**src/rtl/sram_fetch_unit_pkg.sv**
```systemverilog
// Shared types and constants for the SRAM instruction-fetch front end.
package fetch_pkg;
   localparam int unsigned     PC_W             = 32;
   localparam int unsigned     DATA_W           = 32;
   localparam logic [PC_W-1:0] RESET_PC_DEFAULT = 32'h0000_0000;

   typedef struct packed {
      logic [PC_W-1:0]   pc;
      logic [DATA_W-1:0] instr;
   } fetch_entry_t;
endpackage

```
**src/rtl/sram_fetch_unit_if.sv**
```systemverilog
// Core-side instruction handshake: {pc, instr} with valid/ready.
interface sram_fetch_unit_if #(
   parameter int unsigned DATA_WIDTH = 32
);
   logic                  instr_valid;
   logic                  instr_ready;
   logic [DATA_WIDTH-1:0] instr_data;
   logic [31:0]           instr_pc;

   modport master (output instr_valid, output instr_data, output instr_pc, input instr_ready);
   modport slave  (input instr_valid, input instr_data, input instr_pc, output instr_ready);
endinterface

```
**src/rtl/fetch_skid_fifo.sv**
```systemverilog
// Two-entry push/pop FIFO of fetch entries; flush wins over push and pop.
module fetch_skid_fifo
   import fetch_pkg::*;
(
   input  logic         clk,
   input  logic         rst_n,
   input  logic         flush,
   input  logic         push,
   input  fetch_entry_t push_data,
   input  logic         pop,
   output fetch_entry_t head,
   output logic [1:0]   count
);
   fetch_entry_t mem [2];
   logic         rd_ptr;
   logic         wr_ptr;

   always_ff @(posedge clk or negedge rst_n) begin
      if (!rst_n) begin
         for (int unsigned i = 0; i < 2; i++) mem[i] <= '0;
         rd_ptr <= 1'b0;
         wr_ptr <= 1'b0;
         count  <= '0;
      end else if (flush) begin
         rd_ptr <= 1'b0;
         wr_ptr <= 1'b0;
         count  <= '0;
      end else begin
         if (push) begin
            mem[wr_ptr] <= push_data;
            wr_ptr      <= ~wr_ptr;
         end
         if (pop) rd_ptr <= ~rd_ptr;
         count <= count + {1'b0, push} - {1'b0, pop};
      end
   end

   assign head = mem[rd_ptr];
endmodule

```
**src/rtl/sram_fetch_unit.sv**
```systemverilog
// Instruction-fetch front end driving the read-only port of the instruction SRAM.
module sram_fetch_unit
   import fetch_pkg::*;
#(
   parameter int unsigned ADDR_WIDTH = 8,
   parameter int unsigned DATA_WIDTH = DATA_W,
   parameter logic [31:0] RESET_PC   = RESET_PC_DEFAULT
)(
   input  logic                   clk,
   input  logic                   rst_n,
   input  logic                   redirect_valid,
   input  logic [31:0]            redirect_pc,
   sram_fetch_unit_if.master      core,
   output logic                   fault,
   output logic                   sram_csb,
   output logic [ADDR_WIDTH-1:0]  sram_addr,
   input  logic [DATA_WIDTH-1:0]  sram_dout
);
   logic [31:0]  fetch_pc;
   logic [31:0]  inflight_pc;
   logic         inflight;
   logic         pop;
   logic         issue;
   logic         capture;
   logic [2:0]   credit;
   logic [1:0]   count;
   fetch_entry_t head;
   fetch_entry_t push_data;

   assign pop    = core.instr_valid & core.instr_ready;
   // Slots already claimed after this cycle's pop; keeps room for every in-flight response.
   assign credit = {1'b0, count} + {2'b00, inflight} - {2'b00, pop};
   assign issue  = rst_n && !redirect_valid && (credit < 3'd2);

   assign sram_csb  = ~issue;
   assign sram_addr = fetch_pc[ADDR_WIDTH+1:2];

   // SRAM data is only valid up to this edge, so capture ignores back-pressure.
   assign capture        = inflight && !redirect_valid;
   assign push_data.pc    = inflight_pc;
   assign push_data.instr = sram_dout;

   always_ff @(posedge clk or negedge rst_n) begin
      if (!rst_n) begin
         fetch_pc    <= RESET_PC;
         inflight_pc <= '0;
         inflight    <= 1'b0;
         fault       <= 1'b0;
      end else begin
         fault <= redirect_valid && (redirect_pc[1:0] != 2'b00);
         if (redirect_valid) begin
            fetch_pc <= {redirect_pc[31:2], 2'b00};
            inflight <= 1'b0;
         end else begin
            inflight <= issue;
            if (issue) begin
               fetch_pc    <= fetch_pc + 32'd4;
               inflight_pc <= fetch_pc;
            end
         end
      end
   end

   fetch_skid_fifo u_fifo (
      .clk       (clk),
      .rst_n     (rst_n),
      .flush     (redirect_valid),
      .push      (capture),
      .push_data (push_data),
      .pop       (pop),
      .head      (head),
      .count     (count)
   );

   assign core.instr_valid = (count != 2'd0);
   assign core.instr_data  = head.instr;
   assign core.instr_pc    = head.pc;
endmodule

```
**src/flat_wrapper.sv**
```systemverilog
// flat-port wrapper written by rule: the top's interface ports become plain ports
module sram_fetch_unit_flat import fetch_pkg::*;
#(
   parameter int unsigned ADDR_WIDTH = 8,
   parameter int unsigned DATA_WIDTH = DATA_W,
   parameter logic [31:0] RESET_PC   = RESET_PC_DEFAULT
)
  (clk, rst_n, redirect_valid, redirect_pc, fault, sram_csb, sram_addr, sram_dout, core_instr_valid, core_instr_data, core_instr_pc, core_instr_ready);
  sram_fetch_unit_if #(.DATA_WIDTH(DATA_WIDTH)) core_i ();
  input  logic clk;
  input  logic rst_n;
  input  logic redirect_valid;
  input  logic [31:0] redirect_pc;
  output logic fault;
  output logic sram_csb;
  output logic [ADDR_WIDTH-1:0] sram_addr;
  input  logic [DATA_WIDTH-1:0] sram_dout;
  output wire logic [$bits(core_i.instr_valid)-1:0] core_instr_valid;
  output wire logic [$bits(core_i.instr_data)-1:0] core_instr_data;
  output wire logic [$bits(core_i.instr_pc)-1:0] core_instr_pc;
  input wire logic [$bits(core_i.instr_ready)-1:0] core_instr_ready;
  assign core_instr_valid = core_i.instr_valid;
  assign core_instr_data = core_i.instr_data;
  assign core_instr_pc = core_i.instr_pc;
  assign core_i.instr_ready = core_instr_ready;
  sram_fetch_unit #(.ADDR_WIDTH(ADDR_WIDTH), .DATA_WIDTH(DATA_WIDTH), .RESET_PC(RESET_PC)) u_core (.clk(clk), .rst_n(rst_n), .redirect_valid(redirect_valid), .redirect_pc(redirect_pc), .core(core_i), .fault(fault), .sram_csb(sram_csb), .sram_addr(sram_addr), .sram_dout(sram_dout));
endmodule
```
**config.mk**
```make
export PLATFORM = sky130hd
export DESIGN_NAME = sram_fetch_unit_flat
export DESIGN_NICKNAME = d
export VERILOG_FILES = /design/src/rtl/sram_fetch_unit_pkg.sv /design/src/rtl/sram_fetch_unit_if.sv /design/src/rtl/fetch_skid_fifo.sv /design/src/rtl/sram_fetch_unit.sv /design/src/flat_wrapper.sv
export SDC_FILE = /design/constraint.sdc
export NUM_CORES = 1
export LEC_CHECK = 0
export ABC_CLOCK_PERIOD_IN_PS = 2700
export CAP_MARGIN = 20
export CORE_MARGIN = 5
export CORE_UTILIZATION = 54
export CTS_CLUSTER_DIAMETER = 100
export CTS_CLUSTER_SIZE = 10
export DETAILED_ROUTE_END_ITERATION = 10
export MAX_ROUTING_LAYER = met4
export PLACE_DENSITY = 0.86
export SLEW_MARGIN = 5
export SYNTH_ARGS = -nofsm -noshare
export SYNTH_HDL_FRONTEND = slang
export SYNTH_SLANG_ARGS = --single-unit
```
**constraint.sdc**
```tcl
create_clock -name clk -period 2.7 [get_ports clk]
set_input_delay 0.27 -clock clk [delete_from_list [all_inputs] [get_ports clk]]
set_output_delay 0.27 -clock clk [all_outputs]
set_load 0.05 [all_outputs]
```
==> Word-level counts from Yosys, hierarchy flattened <==
Index checks and enable logic that the tools add are counted.
{ "totals": {"regBits": 198, "wordCells": 54} }
{ "classes": {"n_addsub": 5, "magnitude_cmp": 4, "mux": 14, "n_bitwise": 7, "n_reduce_logical": 13} }
{ "ops": {"columns": ["cell", "count"], "rows": [
  ["64-bit two-way mux", 4],
  ["128-bit bitwise mux", 1],
  ["64-bit demux with 1-bit select", 1],
  ["32-bit two-way mux", 2],
  ["32-bit by 3-bit adder with 32-bit output, second input constant", 1],
  ["2-bit nonzero test", 5],
  ["1-bit logical AND", 5],
  ["1-bit two-way mux", 5],
  ["2-bit greater-or-equal comparator, second input constant", 2],
  ["1-bit inverter", 4],
  ["1-bit inverter with 2-bit output", 2],
  ["2-bit AND reduction", 2],
  ["2-bit by 1-bit adder with 3-bit output", 1],
  ["3-bit by 2-bit less-than comparator with 1-bit output, second input constant", 1],
  ["3-bit by 1-bit subtractor with 3-bit output", 1],
  ["2-bit by 1-bit adder with 2-bit output", 1],
  ["2-bit by 1-bit less-than comparator with 1-bit output, second input constant", 1],
  ["2-bit two-way mux", 1],
  ["2-bit by 1-bit subtractor with 2-bit output", 1],
  ["1-bit bitwise AND", 1],
  ["1-bit zero test", 1]
]} }

==> Longest topological paths before layout <==
{ "depth": {"word_depth": 7, "mapped_depth": 12, "mapped_depth_nobuf": 10} }

==> Modules after synthesis <==
A second synthesis with hierarchy kept.
{ "hier_totals": {"cells_unflattened": 702, "area_unflattened_um2": 9193.8} }
{ "modules_own_cells": {"columns": ["mod", "n_inst", "cells_each", "area_each_um2"], "rows": [
  ["fetch_skid_fifo", 1, 358, 6138.4],
  ["sram_fetch_unit", 1, 344, 3055.4]
]} }

==> Worst setup path before layout <==
OpenSTA, ideal clock, no wires.
{ "synth_timing": {"path_type": "register to register", "from": "register u_core.u_fifo.count[1]", "to": "register u_core.inflight_pc[22]", "setup_time_ns": 0.118, "arrival_ns": 2.602, "required_time_ns": 2.582, "path_slack_ns": -0.020, "stages_incl_launch_ff": 12, "period_less_slack_ns": 2.720, "path_cell_list": "dfrtp_1 -> or2_2 -> nand2_1 -> nor2_1 -> fa_1 -> xor2_1 -> nor3_4 -> inv_2 -> buf_2 -> buf_2 -> nand2_1 -> nand2_1"} }
{ "synth_via": {"elab_chain_len": 6, "word_cells_on_any_way": 7, "classes_between": "add/sub (2); order compare (1); bitwise (1); reduce/logical (3)"} }
{ "synth_lines": {"columns": ["item", "line", "rtl"], "rows": [
  ["start, declared", "fetch_skid_fifo.sv:12", "output logic [1:0] count"],
  ["start signal, assigned", "fetch_skid_fifo.sv:34", "count <= count + {1'b0, push} - {1'b0, pop};"],
  ["2-bit nonzero test", "sram_fetch_unit.sv:75", "assign core.instr_valid = (count != 2'd0);"],
  ["named net core_instr_valid", "flat_wrapper.sv:18", "output wire logic [$bits(core_i.instr_valid)-1:0] core_instr_valid;"],
  ["1-bit bitwise AND", "sram_fetch_unit.sv:30", "assign pop = core.instr_valid & core.instr_ready;"],
  ["3-bit by 1-bit subtractor with 3-bit output", "sram_fetch_unit.sv:32", "assign credit = {1'b0, count} + {2'b00, inflight} - {2'b00, pop};"],
  ["3-bit by 2-bit less-than comparator with 1-bit output", "sram_fetch_unit.sv:33", "assign issue = rst_n && !redirect_valid && (credit < 3'd2);"],
  ["1-bit logical AND", "sram_fetch_unit.sv:33", null],
  ["2-bit AND reduction (no source line)", null, null],
  ["end signal, assigned", "sram_fetch_unit.sv:58", "inflight_pc <= fetch_pc;"],
  ["end, declared", "sram_fetch_unit.sv:20", "logic [31:0] inflight_pc;"]
]} }
The timed path passes the listed nets, and every way through them passes these cells.
A chain may end at the register's enable or synchronous reset.

==> Final worst setup path <==
{ "layout_timing": {"from": "register u_core.u_fifo.count[0]", "to": "output port sram_csb"} }
{ "layout_via": {"elab_chain_len": 6, "word_cells_on_any_way": 7, "classes_between": "add/sub (2); order compare (1); bitwise (2); reduce/logical (2)"} }
{ "layout_lines": {"columns": ["item", "line", "rtl"], "rows": [
  ["parallel branches: the longest is 2 deep, another holds 2-bit by 1-bit adder with 3-bit output", null, null],
  ["3-bit by 1-bit subtractor with 3-bit output (*)", "sram_fetch_unit.sv:32", null],
  ["3-bit by 2-bit less-than comparator with 1-bit output (*)", "sram_fetch_unit.sv:33", null],
  ["1-bit logical AND (*)", "sram_fetch_unit.sv:33", null],
  ["1-bit inverter (*)", "sram_fetch_unit.sv:35", "assign sram_csb = ~issue;"],
  ["end, declared", "flat_wrapper.sv:15", "output logic sram_csb;"]
]} }
Mark *: on every way between the ends.

==> run_summary.xml <==
<?xml version="1.0" encoding="UTF-8"?>
<metrics>
  <group name="clocking">
    <metric name="ctsLongestPathBuffers" unit="">2</metric>
    <metric name="cts.root.buffer_cell" unit="">clkbuf_16</metric>
    <metric name="worst_skew_pair.late_latency" unit="ns">0.43</metric>
    <metric name="clk_pin_slew" unit="ns">0.07</metric>
    <metric name="htree_num_levels" unit="">4</metric>
    <metric name="cts_tree" unit="">built</metric>
    <metric name="cts.sink_count" unit="">190</metric>
    <metric name="tritoncts.num_buffers" unit="">17</metric>
  </group>
  <group name="placed_design">
    <metric name="gp_congestion" unit="">0.7997</metric>
    <metric name="place_hpwl" unit="um">12810</metric>
    <metric name="port_buffers" unit="">140</metric>
    <metric name="place_ws" unit="ns">-0.02740</metric>
    <metric name="placed_cells" unit="">1038</metric>
  </group>
  <group name="timing">
    <metric name="maxSlewViolCount" unit="">0</metric>
    <metric name="timing.fmax" unit="MHz">384.5</metric>
    <metric name="finalWorstSetupSlack" unit="ns">0.09909</metric>
    <metric name="unrepaired_setup_endpoints_after_global_routing" unit="">true</metric>
    <metric name="clock_skews" unit="ns">0.01280</metric>
    <metric name="finalSetupViolCount" unit="">0</metric>
    <metric name="final.min_clock_period" unit="ns">2.601</metric>
    <metric name="timing_worst_slew_pin_value" unit="ns">0.6789</metric>
    <metric name="timing_hold_violations_final" unit="">0</metric>
    <metric name="fin_crit_sh" unit="%">96.33</metric>
    <metric name="worst_slew_margin_rel" unit="%">54.74</metric>
    <metric name="hold_ws" unit="ns">0.06987</metric>
  </group>
  <group name="worst_setup_path">
    <metric name="path_class" unit="">reg -&gt; out</metric>
    <metric name="path_cells" unit="">or2_4 -&gt; nand2_4 -&gt; nor2_2 -&gt; fa_2 -&gt; nand2_2 -&gt; nor3_4 -&gt; inv_2 -&gt; buf_12 -&gt; buf_12</metric>
    <metric name="worstPathRequired" unit="ns">2.43</metric>
    <metric name="worstSetupStartpointType" unit="">flip-flop</metric>
    <metric name="cp.buffers_inverters" unit="">3</metric>
    <metric name="crit_path_max_incr_delay" unit="ns">0.53</metric>
    <metric name="top_family_by_delay_on_critical_path" unit="">simple AND/OR/NAND/NOR gates</metric>
    <metric name="critical_path_cell_count" unit="">9</metric>
    <metric name="ff2ff_path_depth" unit="">12</metric>
    <metric name="crit_slowest_cell" unit="">fa_2</metric>
    <metric name="cp.arrival" unit="ns">2.33</metric>
    <metric name="crit_path_frequent_cell" unit="">buf_12</metric>
    <metric name="end_kind" unit="">output port</metric>
    <metric name="path_max_fanout" unit="">8</metric>
  </group>
  <group name="power_and_ir_drop">
    <metric name="cellPowerDensity" unit="nW/um^2">1221</metric>
    <metric name="power.leakage" unit="uW">0.004986</metric>
    <metric name="worst_ir_drop_vdd" unit="mV">0.7590</metric>
  </group>
  <group name="global_route">
    <metric name="first_pass_grt_wire_length" unit="um">31620</metric>
    <metric name="global_route_total_usage_across_every_layer" unit="%">21.92</metric>
    <metric name="pin_count_of_the_biggest_net_entering_global_routing" unit="">106</metric>
    <metric name="grt_antenna_before_repair" unit="">0</metric>
    <metric name="grt_pass1_vias" unit="">6303</metric>
    <metric name="total_congestion_overflow_after_global_routing" unit="">0</metric>
  </group>
  <group name="route">
    <metric name="drt-wirelength-per-cell" unit="um">17.45</metric>
    <metric name="number_of_nets_still_failing_antenna_checks_after_routing" unit="">0</metric>
    <metric name="drtIter0Drc" unit="">359</metric>
    <metric name="post_route_drc" unit="">0</metric>
    <metric name="postRouteWirelength" unit="um">18870</metric>
    <metric name="dr.pass1.iters" unit="">5</metric>
    <metric name="via_per_inst" unit="">5.509</metric>
    <metric name="total_vias_in_the_final_route" unit="">5955</metric>
  </group>
  <group name="synth">
    <metric name="ys_ff_latch" unit="">190</metric>
    <metric name="postSynth.asyncResetShare" unit="%">100.0</metric>
    <metric name="post_synth_num_cell_types" unit="">53</metric>
    <metric name="dominantRegCellSynth" unit="">dfrtp_1</metric>
    <metric name="post_synth.cell_area_avg" unit="um^2">12.28</metric>
    <metric name="synth_edf_count" unit="">0</metric>
    <metric name="fraction_of_the_yosys_area_taken_by_sequential_cells" unit="%">54.75</metric>
    <metric name="yosys_warnings" unit="">0</metric>
    <metric name="synthCells" unit="">707</metric>
    <metric name="area_of_the_mapped_netlist" unit="um^2">8685</metric>
  </group>
  <group name="die">
    <metric name="dieArea" unit="um^2">18720</metric>
    <metric name="initial_utilization" unit="%">54.87</metric>
    <metric name="width_of_the_die" unit="um">136.8</metric>
    <metric name="fp.coreArea" unit="um^2">15830</metric>
    <metric name="fp.dieH" unit="um">136.8</metric>
    <metric name="io_pins" unit="">143</metric>
    <metric name="placementRows" unit="">46</metric>
  </group>
  <group name="worst_hold_path">
    <metric name="worstHoldPathType" unit="">in -&gt; reg</metric>
    <metric name="holdPathStages" unit="">2</metric>
  </group>
  <group name="final_layout">
    <metric name="syn_to_final_growth" unit="%">26.52</metric>
    <metric name="final_layout_size_suffix_gt1_share" unit="%">32.37</metric>
    <metric name="layout_common_cells" unit="">dfrtp_1, mux2_2, clkdlybuf4s50_1</metric>
    <metric name="layout_commonest_cell" unit="">dfrtp_1</metric>
    <metric name="insertedDiodeCount" unit="">0</metric>
    <metric name="layout.cells.non_filler" unit="">1081</metric>
    <metric name="design.final.nets" unit="">924</metric>
  </group>
  <group name="status">
    <metric name="result_of_the_run" unit="">finished, final reports clean</metric>
  </group>
  <group name="flow_run">
    <metric name="timing.max_cap.violations" unit="">0</metric>
  </group>
</metrics>
-- state kept, by name, summed over array words and instances (netlist names) --
name / cells
u_core.u_fifo.mem: 124
u_core.u_fifo.wr_ptr: 1
u_core.inflight_pc: 30
u_core.fetch_pc: 30
u_core.u_fifo.count: 2
u_core.u_fifo.rd_ptr: 1
u_core.fault: 1
u_core.inflight: 1
-- metal layers --
metal	GRT usage (%)	part of all wire, %	vias to the layer above
li1	-	-	2770
met2	34.69	49	163
met5	-	0	-
met4	5.377	0.85	0
met1	29.20	45	3007
met3	4.779	5.4	15
-- final cells by class --
type                            instances  area, um^2
Fill cell                            1085        4840
Sequential cell                       190        4756
Clock buffer                           22       484.2
Multi-Input combinational cell        465        3699
Tap cell                              216       270.3
Timing Repair Buffer                  174        1683
Inverter                                4       15.01
Clock inverter                         10       81.33
-- kinds of logic (layout without fill, tap and decap cells) --
group	after synthesis	in the layout	synth area share (%)
multiplexers	188	188	24.35
other	1	2	0.04318
buffers and inverters	53	210	3.083
adder cells (fa/ha/maj)	4	4	0.6628
XOR/XNOR	11	11	1.109
AO/OA/AOI/OAI	55	55	4.438
flip-flops	190	190	54.75
AND/OR/NAND/NOR	205	205	11.57
-- path summary, 6_finish.rpt --
kind,from,slack (ns),end
max in group asynchronous,rst_n,1.38,u_core.u_fifo.rd_ptr
max,u_core.u_fifo.count[0],0.1,sram_csb
min in group asynchronous,rst_n,0.30,u_core.u_fifo.mem[6]
min reg2reg,u_core.inflight_pc[4],0.50,u_core.inflight_pc[4]
max reg2reg,u_core.u_fifo.count[0],0.11,u_core.fetch_pc[11]
min,redirect_valid,0.07,u_core.u_fifo.wr_ptr
-- report_power, final --
group          switching, uW  internal [uW]  total, uW
clock network           1070           1290       2360
registers                751           4040       4790
logic                   3570           2680       6260
total                   5400           8010      13400
-- Yosys cell counts, types with 3 or more instances --
master	n	share of area (%)
dfrtp_1	190	55
o311ai_1	6	0.61
nor2b_1	7	0.50
inv_1	3	0.13
o21ai_0	5	0.29
nand3_1	13	0.75
xnor2_1	3	0.30
nand4_1	8	0.58
nand2_1	124	5.4
clkbuf_1	9	0.39
buf_1	7	0.30
and4_1	3	0.30
nand2b_1	4	0.29
o211ai_1	4	0.35
nor3_1	4	0.23
nand3b_1	3	0.26
buf_4	11	0.95
nor2_1	14	0.61
ha_1	3	0.43
xor2_1	8	0.81
nor3b_1	3	0.26
a221o_1	7	0.81
mux2_2	186	24
a21oi_1	6	0.35
and3_1	3	0.22
buf_2	22	1.3
o21ai_1	11	0.63
a22oi_1	6	0.52
a31oi_1	3	0.22
-- through the flow --
stage          power [uW]  cell area [um^2]   TNS, ns  util, %
2_1_floorplan        9066              8691         0        -
3_3_place_gp        10850             10310         0    65.17
3_5_place_dp        11020             10310  -0.03818    65.17
4_1_cts             13460             10920         0    69.01
5_1_grt             14160             10990  -0.02770    69.42
6_report            13410             10990         0    69.42
-- repair_timing --
action,in CTS,in global routing
pin swaps,2,2
cloned,0,0
hold buffers,1,0
setup endpoints to repair,1,1
endpoints found under the hold margin,31,0
setup buffers,3,7
gates resized for setup,3,3
Power figures use the tool's default switching activity.
